==> src/rtl/seg7_scan_driver_if.sv <==
// Display-driver bus: groups the snapshot/control inputs and display-pin
// outputs of seg7_scan_driver.
//   bcd_in     : packed BCD word, digit i at [4i+3:4i], digit 0 least significant
//   load       : capture bcd_in into the snapshot register at the next edge
//   enable     : low blanks the display and freezes scanning
//   segments   : {a,b,c,d,e,f,g}, polarity set by the driver
//   digit_sel  : one-hot digit enable, polarity set by the driver
//   frame_done : one-cycle pulse when the last digit's slot ends
// master = the logic feeding the display, slave = the driver itself.
interface seg7_scan_driver_if #(
    parameter int unsigned DIGITS = 4
);
    logic [4*DIGITS-1:0] bcd_in;
    logic                load;
    logic                enable;
    logic [6:0]          segments;
    logic [DIGITS-1:0]   digit_sel;
    logic                frame_done;

    modport master (
        output bcd_in, load, enable,
        input  segments, digit_sel, frame_done
    );

    modport slave (
        input  bcd_in, load, enable,
        output segments, digit_sel, frame_done
    );
endinterface

==> src/rtl/seg7_scan_driver.sv <==
// Multiplexed multi-digit 7-segment scan driver.
// Latches a packed BCD word, lights one digit at a time for TICKS_PER_DIGIT
// cycles, decodes each nibble to abcdefg (non-decimal nibbles show 'E') and
// optionally blanks leading zeros. All outputs are registered.
// Ports:
//   clk_i : system clock, rising edge
//   rst_i : synchronous active-high reset
//   bus   : seg7_scan_driver_if slave (bcd_in/load/enable in,
//           segments/digit_sel/frame_done out)
module seg7_scan_driver #(
    parameter int unsigned DIGITS          = 4,
    parameter int unsigned TICKS_PER_DIGIT = 50000,
    parameter bit          SEG_ACTIVE_LOW  = 1'b0,
    parameter bit          DIG_ACTIVE_LOW  = 1'b1,
    parameter bit          BLANK_LEADING   = 1'b1
) (
    input  logic                clk_i,
    input  logic                rst_i,
    seg7_scan_driver_if.slave   bus
);

    localparam int unsigned IdxW = (DIGITS > 1) ? $clog2(DIGITS) : 1;
    localparam int unsigned PreW = $clog2(TICKS_PER_DIGIT);

    localparam logic [IdxW-1:0] IdxLast = IdxW'(DIGITS - 1);
    localparam logic [PreW-1:0] PreLast = PreW'(TICKS_PER_DIGIT - 1);

    // Pin levels for "everything dark"
    localparam logic [6:0]        SegOff = SEG_ACTIVE_LOW ? 7'h7F : 7'h00;
    localparam logic [DIGITS-1:0] DigOff = DIG_ACTIVE_LOW ? {DIGITS{1'b1}} : {DIGITS{1'b0}};

    logic [4*DIGITS-1:0] snap_q, snap_d;
    logic [PreW-1:0]     presc_q, presc_d;
    logic [IdxW-1:0]     idx_q, idx_d;
    logic [6:0]          seg_q, seg_d;
    logic [DIGITS-1:0]   dig_q, dig_d;
    logic                frame_q, frame_d;

    logic [3:0]          cur_nib;
    logic                cur_blank;
    logic [DIGITS-1:0]   onehot;
    logic [DIGITS:0]     zero_above;  // [i]: digit i and every higher digit are zero
    logic [6:0]          seg_raw;

    // Current digit selection and leading-zero detection (active-high)
    always_comb begin
        cur_nib            = 4'h0;
        cur_blank          = 1'b0;
        onehot             = '0;
        zero_above         = '0;
        zero_above[DIGITS] = 1'b1;
        for (int i = DIGITS - 1; i >= 0; i--) begin
            zero_above[i] = zero_above[i+1] && (snap_q[4*i +: 4] == 4'h0);
        end
        for (int i = 0; i < DIGITS; i++) begin
            onehot[i] = (idx_q == IdxW'(i));
            if (idx_q == IdxW'(i)) begin
                cur_nib   = snap_q[4*i +: 4];
                cur_blank = BLANK_LEADING && (i > 0) && zero_above[i];
            end
        end
    end

    // Nibble to abcdefg, bit6 = a
    always_comb begin
        seg_raw = 7'b1001111;  // 'E' for 10..15
        case (cur_nib)
            4'd0:    seg_raw = 7'b1111110;
            4'd1:    seg_raw = 7'b0110000;
            4'd2:    seg_raw = 7'b1101101;
            4'd3:    seg_raw = 7'b1111001;
            4'd4:    seg_raw = 7'b0110011;
            4'd5:    seg_raw = 7'b1011011;
            4'd6:    seg_raw = 7'b1011111;
            4'd7:    seg_raw = 7'b1110000;
            4'd8:    seg_raw = 7'b1111111;
            4'd9:    seg_raw = 7'b1110011;
            default: seg_raw = 7'b1001111;
        endcase
        if (cur_blank) begin
            seg_raw = 7'b0000000;
        end
    end

    // Next state: prescaler/index advance and registered pin values
    always_comb begin
        snap_d  = bus.load ? bus.bcd_in : snap_q;
        presc_d = presc_q;
        idx_d   = idx_q;
        seg_d   = SegOff;
        dig_d   = DigOff;
        frame_d = 1'b0;
        if (bus.enable) begin
            seg_d = seg_raw ^ {7{SEG_ACTIVE_LOW}};
            dig_d = onehot ^ {DIGITS{DIG_ACTIVE_LOW}};
            if (presc_q == PreLast) begin
                presc_d = '0;
                if (idx_q == IdxLast) begin
                    idx_d   = '0;
                    frame_d = 1'b1;
                end else begin
                    idx_d = idx_q + 1'b1;
                end
            end else begin
                presc_d = presc_q + 1'b1;
            end
        end
    end

    always_ff @(posedge clk_i) begin
        if (rst_i) begin
            snap_q  <= '0;
            presc_q <= '0;
            idx_q   <= '0;
            seg_q   <= SegOff;
            dig_q   <= DigOff;
            frame_q <= 1'b0;
        end else begin
            snap_q  <= snap_d;
            presc_q <= presc_d;
            idx_q   <= idx_d;
            seg_q   <= seg_d;
            dig_q   <= dig_d;
            frame_q <= frame_d;
        end
    end

    assign bus.segments   = seg_q;
    assign bus.digit_sel  = dig_q;
    assign bus.frame_done = frame_q;

endmodule

==> src/flat_wrapper.sv <==
// flat-port wrapper written by rule: the top's interface ports become plain ports
module seg7_scan_driver_flat 
#(
    parameter int unsigned DIGITS          = 4,
    parameter int unsigned TICKS_PER_DIGIT = 50000,
    parameter bit          SEG_ACTIVE_LOW  = 1'b0,
    parameter bit          DIG_ACTIVE_LOW  = 1'b1,
    parameter bit          BLANK_LEADING   = 1'b1
)
  (clk_i, rst_i, bus_bcd_in, bus_load, bus_enable, bus_segments, bus_digit_sel, bus_frame_done);
  seg7_scan_driver_if #(.DIGITS(DIGITS)) bus_i ();
  input  logic clk_i;
  input  logic rst_i;
  input wire logic [$bits(bus_i.bcd_in)-1:0] bus_bcd_in;
  input wire logic [$bits(bus_i.load)-1:0] bus_load;
  input wire logic [$bits(bus_i.enable)-1:0] bus_enable;
  output wire logic [$bits(bus_i.segments)-1:0] bus_segments;
  output wire logic [$bits(bus_i.digit_sel)-1:0] bus_digit_sel;
  output wire logic [$bits(bus_i.frame_done)-1:0] bus_frame_done;
  assign bus_i.bcd_in = bus_bcd_in;
  assign bus_i.load = bus_load;
  assign bus_i.enable = bus_enable;
  assign bus_segments = bus_i.segments;
  assign bus_digit_sel = bus_i.digit_sel;
  assign bus_frame_done = bus_i.frame_done;
  seg7_scan_driver #(.DIGITS(DIGITS), .TICKS_PER_DIGIT(TICKS_PER_DIGIT), .SEG_ACTIVE_LOW(SEG_ACTIVE_LOW), .DIG_ACTIVE_LOW(DIG_ACTIVE_LOW), .BLANK_LEADING(BLANK_LEADING)) u_core (.clk_i(clk_i), .rst_i(rst_i), .bus(bus_i));
endmodule
==> config.mk <==
export PLATFORM = sky130hd
export DESIGN_NAME = seg7_scan_driver_flat
export DESIGN_NICKNAME = d
export VERILOG_FILES = /design/src/rtl/seg7_scan_driver_if.sv /design/src/rtl/seg7_scan_driver.sv /design/src/flat_wrapper.sv
export SDC_FILE = /design/constraint.sdc
export NUM_CORES = 1
export LEC_CHECK = 0
export CAP_MARGIN = 15
export CORE_ASPECT_RATIO = 0.7
export CORE_MARGIN = 2
export CORE_UTILIZATION = 48
export DETAILED_ROUTE_END_ITERATION = 16
export GPL_TIMING_DRIVEN = 1
export HOLD_SLACK_MARGIN = 0.06
export PLACE_DENSITY = 0.75
export SLEW_MARGIN = 20
export SYNTH_ARGS = -nofsm -noshare
export SYNTH_HDL_FRONTEND = slang
export SYNTH_SLANG_ARGS = --single-unit
==> constraint.sdc <==
create_clock -name clk_i -period 2.1 [get_ports clk_i]
set_clock_uncertainty 0.1 [all_clocks]
set_input_delay 0.42 -clock clk_i [delete_from_list [all_inputs] [get_ports clk_i]]
set_output_delay 0.42 -clock clk_i [all_outputs]
set_load 0.005 [all_outputs]
==> reports/results.txt, run 1 <==
Critical path startpoint category -> flip-flop
TritonCTS Buffers -> 5
Crit path DAT -> 2220 ps
Share of layout cells above drive strength 1 -> 21.2%
Register area share after synthesis -> 42.1%
Vias in the first global route -> 1584
Synthesized area per cell -> 9.43 um^2
Top cell type's share of synthesized area -> 42.1%
WL final -> 4.90 mm
Fin. max-slew vios -> 0
Final hold slack -> 419 ps
CP endpoint kind -> flip-flop
Post-Syn Instances -> 232
Total Negative Setup Slacks -> 0 ps
Tcrit/Tclk final -> 99.8%
Tot GR Track Use -> 19.5%
Fmax -> 477 MHz
Outcome -> completed
P_leak -> 1.15 nW
Fin. Hold Viols -> 0
Peak VDD IR -> 0.000493 V
First-pass GRT wire length -> 7.80 mm
Largest net degree at the start of global routing -> 21
Commonest cells after routing, fill and taps aside -> dfxtp_1, nor2_1, clkdlybuf4s50_1
Maxcap violations -> 0
CTS Root Cell -> clkbuf_8
CP Class -> flip-flop to flip-flop
Routability congestion estimate -> 0.917
Site row count -> 20
CTS H-Tree Depth -> 2
Nets -> 313
Vias/cell -> 5.36
Post-DRT Antenna Nets -> 0
Max Fanout on Critical Path -> 7
Chip width -> 84.7 um
Register area -> 928 um^2
Relative slew slack -> 54.0%
PortBufs -> 31
Synth warnings -> 0
Setup-failing EPs final -> 0
Count of cell types in the netlist -> 44
RSZ-0062 raised after global routing -> yes
Post-CTS Hold Fix Bufs -> 0
Clk pin slew, worst setup/hold paths -> 80 ps
P&R area growth vs syn -> 31.9%
Initial antenna violation count -> 0
Slew @ Worst Pin -> 690 ps
Diodes inserted -> 0
# IOs -> 32
Post-detail-place hpwl -> 3.51 mm
Routed WL per cell -> 14.5 um
Yosys reg bits -> 46
Mapped Area -> 0.00219 mm^2
Most common cell after layout, fill and taps aside -> dfxtp_1
Iter 0 DRT Violations -> 123
Hold Path Class -> flip-flop to flip-flop
Final min period -> 2100 ps
DRC -> 0
EDFF count, synth -> 0
Clock Latency Late Sink -> 290 ps
Gr ovfl total -> 0
Cell types occupying the most area after synthesis -> dfxtp_1, mux2i_1, ha_1
Synthesized Nets -> 262
Cell area power density -> 569 mW/mm^2
Core ar. -> 0.00435 mm^2
Synth area leader -> dfxtp_1
Initial Util -> 50.2%
Die Y-Extent -> 60.5 um
Top FF cell, synth -> dfxtp_1
Clk sinks -> 46
Fraction of registers with async set/reset -> 0%
Critical path data required time -> 2220 ps
# fillers -> 355
Vias -> 1810
Clock Tree Buf Depth -> 2
Pre-antenna DRT Iters -> 4
TritonCTS clock tree -> done
Die ar. -> 0.00512 mm^2
Area of the multi-input gates -> 0.00126 mm^2
==> area by class of cell <==
cell class | count | area share [%]
well taps | 55 | 2.39
repair buffers | 56 | 17.4
clock buffers | 7 | 2.65
flip-flops and latches | 46 | 32.2
multi-input cells | 162 | 43.6
inverters | 12 | 1.74
==> what timing repair did <==
action,CTS,global route
pin swaps,1,3
gates resized for setup,6,24
endpoints found under the setup margin,6,7
endpoints found under the hold margin,0,0
buffers inserted,0,3
cloned,0,0
==> power by group <==
| part | switching [mW] | internal, mW |
|---|---|---|
| registers | 0.0253 | 0.902 |
| clock network | 0.273 | 0.229 |
| logic | 0.0890 | 0.123 |
| total | 0.387 | 1.25 |
==> state kept, by name, summed over array words and instances, names as in the netlist <==
name and cells:
u_core.bus.frame_done 1, u_core.bus.digit_sel 4, u_core.idx_q 2, u_core.snap_q 16
u_core.presc_q 16, u_core.bus.segments 7
==> path summary, 6_finish.rpt <==
kind / slack [ps] / start / endpoint / depth (start not counted)
min: 420 / u_core.snap_q[1] / u_core.snap_q[1] / 2
max: 3 / u_core.idx_q[1] / u_core.bus.segments[2] / 7
max reg2reg: 3 / u_core.idx_q[1] / u_core.bus.segments[2] / 7
min reg2reg: 420 / u_core.snap_q[1] / u_core.snap_q[1] / 2
==> Yosys cell counts, drive strengths merged, types with 2 or more instances <==
| master | count |
|---|---|
| a211oi | 6 |
| a21oi | 9 |
| a221o | 2 |
| a221oi | 2 |
| and3 | 2 |
| and4 | 3 |
| buf | 9 |
| clkbuf | 3 |
| dfxtp | 46 |
| ha | 10 |
| inv | 12 |
| mux2 | 3 |
| mux2i | 18 |
| nand2 | 10 |
| nand3 | 4 |
| nand3b | 4 |
| nand4 | 8 |
| nor2 | 32 |
| nor3 | 6 |
| nor3b | 4 |
| nor4 | 6 |
| nor4b | 2 |
| o21ai | 5 |
| xnor2 | 9 |
| xor2 | 4 |
==> logic make-up (layout without fill, tap and decap cells) <==
group	after synthesis	after routing	synth area share [%]
AO/OA/AOI/OAI	30	30	9.55
flip-flops	46	46	42.1
AND/OR/NAND/NOR	88	88	22.0
XOR/XNOR	13	13	5.21
buffers and inverters	24	75	5.15
adder cells (fa/ha/maj)	10	10	5.72
multiplexers	21	21	10.3
==> per-layer routing <==
| layer | vias up | global-route usage [%] | routed length (um) |
|---|---|---|---|
| li1 | 920 | - | - |
| met1 | 821 | 29.6 | 2430 |
| met2 | 65 | 27.3 | 2050 |
| met3 | 4 | 5.99 | 376 |
| met4 | 0 | 4.08 | 40 |
| met5 | - | 0 | 0 |
==> critical path, stage by stage (launching register included) <==
cell,delay (ps)
dfxtp_4,400
inv_4,50
ha_4,180
nand3b_1,180
a211o_1,390
ha_2,240
mux2_4,280
a211oi_2,200
==> metrics by stage <==
stage	setup slack (ps)	util [%]	cell area, um^2	power [mW]	cells
after floorplan	4.23	-	2190	1.05	232
after global placement	-4.48	61.3	2670	1.14	328
after detailed placement	-74.9	61.3	2670	1.15	328
after CTS	10.9	63.4	2760	1.64	335
after global routing	-84.0	66.2	2880	1.72	338
final	3.42	66.2	2880	1.64	338
(Power assumes the default switching activity.)
==> inputs of run 2 (changes only) <==
Settings changed: HOLD_SLACK_MARGIN 0.06 to 0.12.
==> results of run 2 <==
Final layout, timing and power as in run 1 (identical DEF).
==> inputs of run 3 (changes only) <==
Settings changed: SLEW_MARGIN 20 to default.
==> results of run 3 <==
Final layout, timing and power as in run 1 (identical DEF).
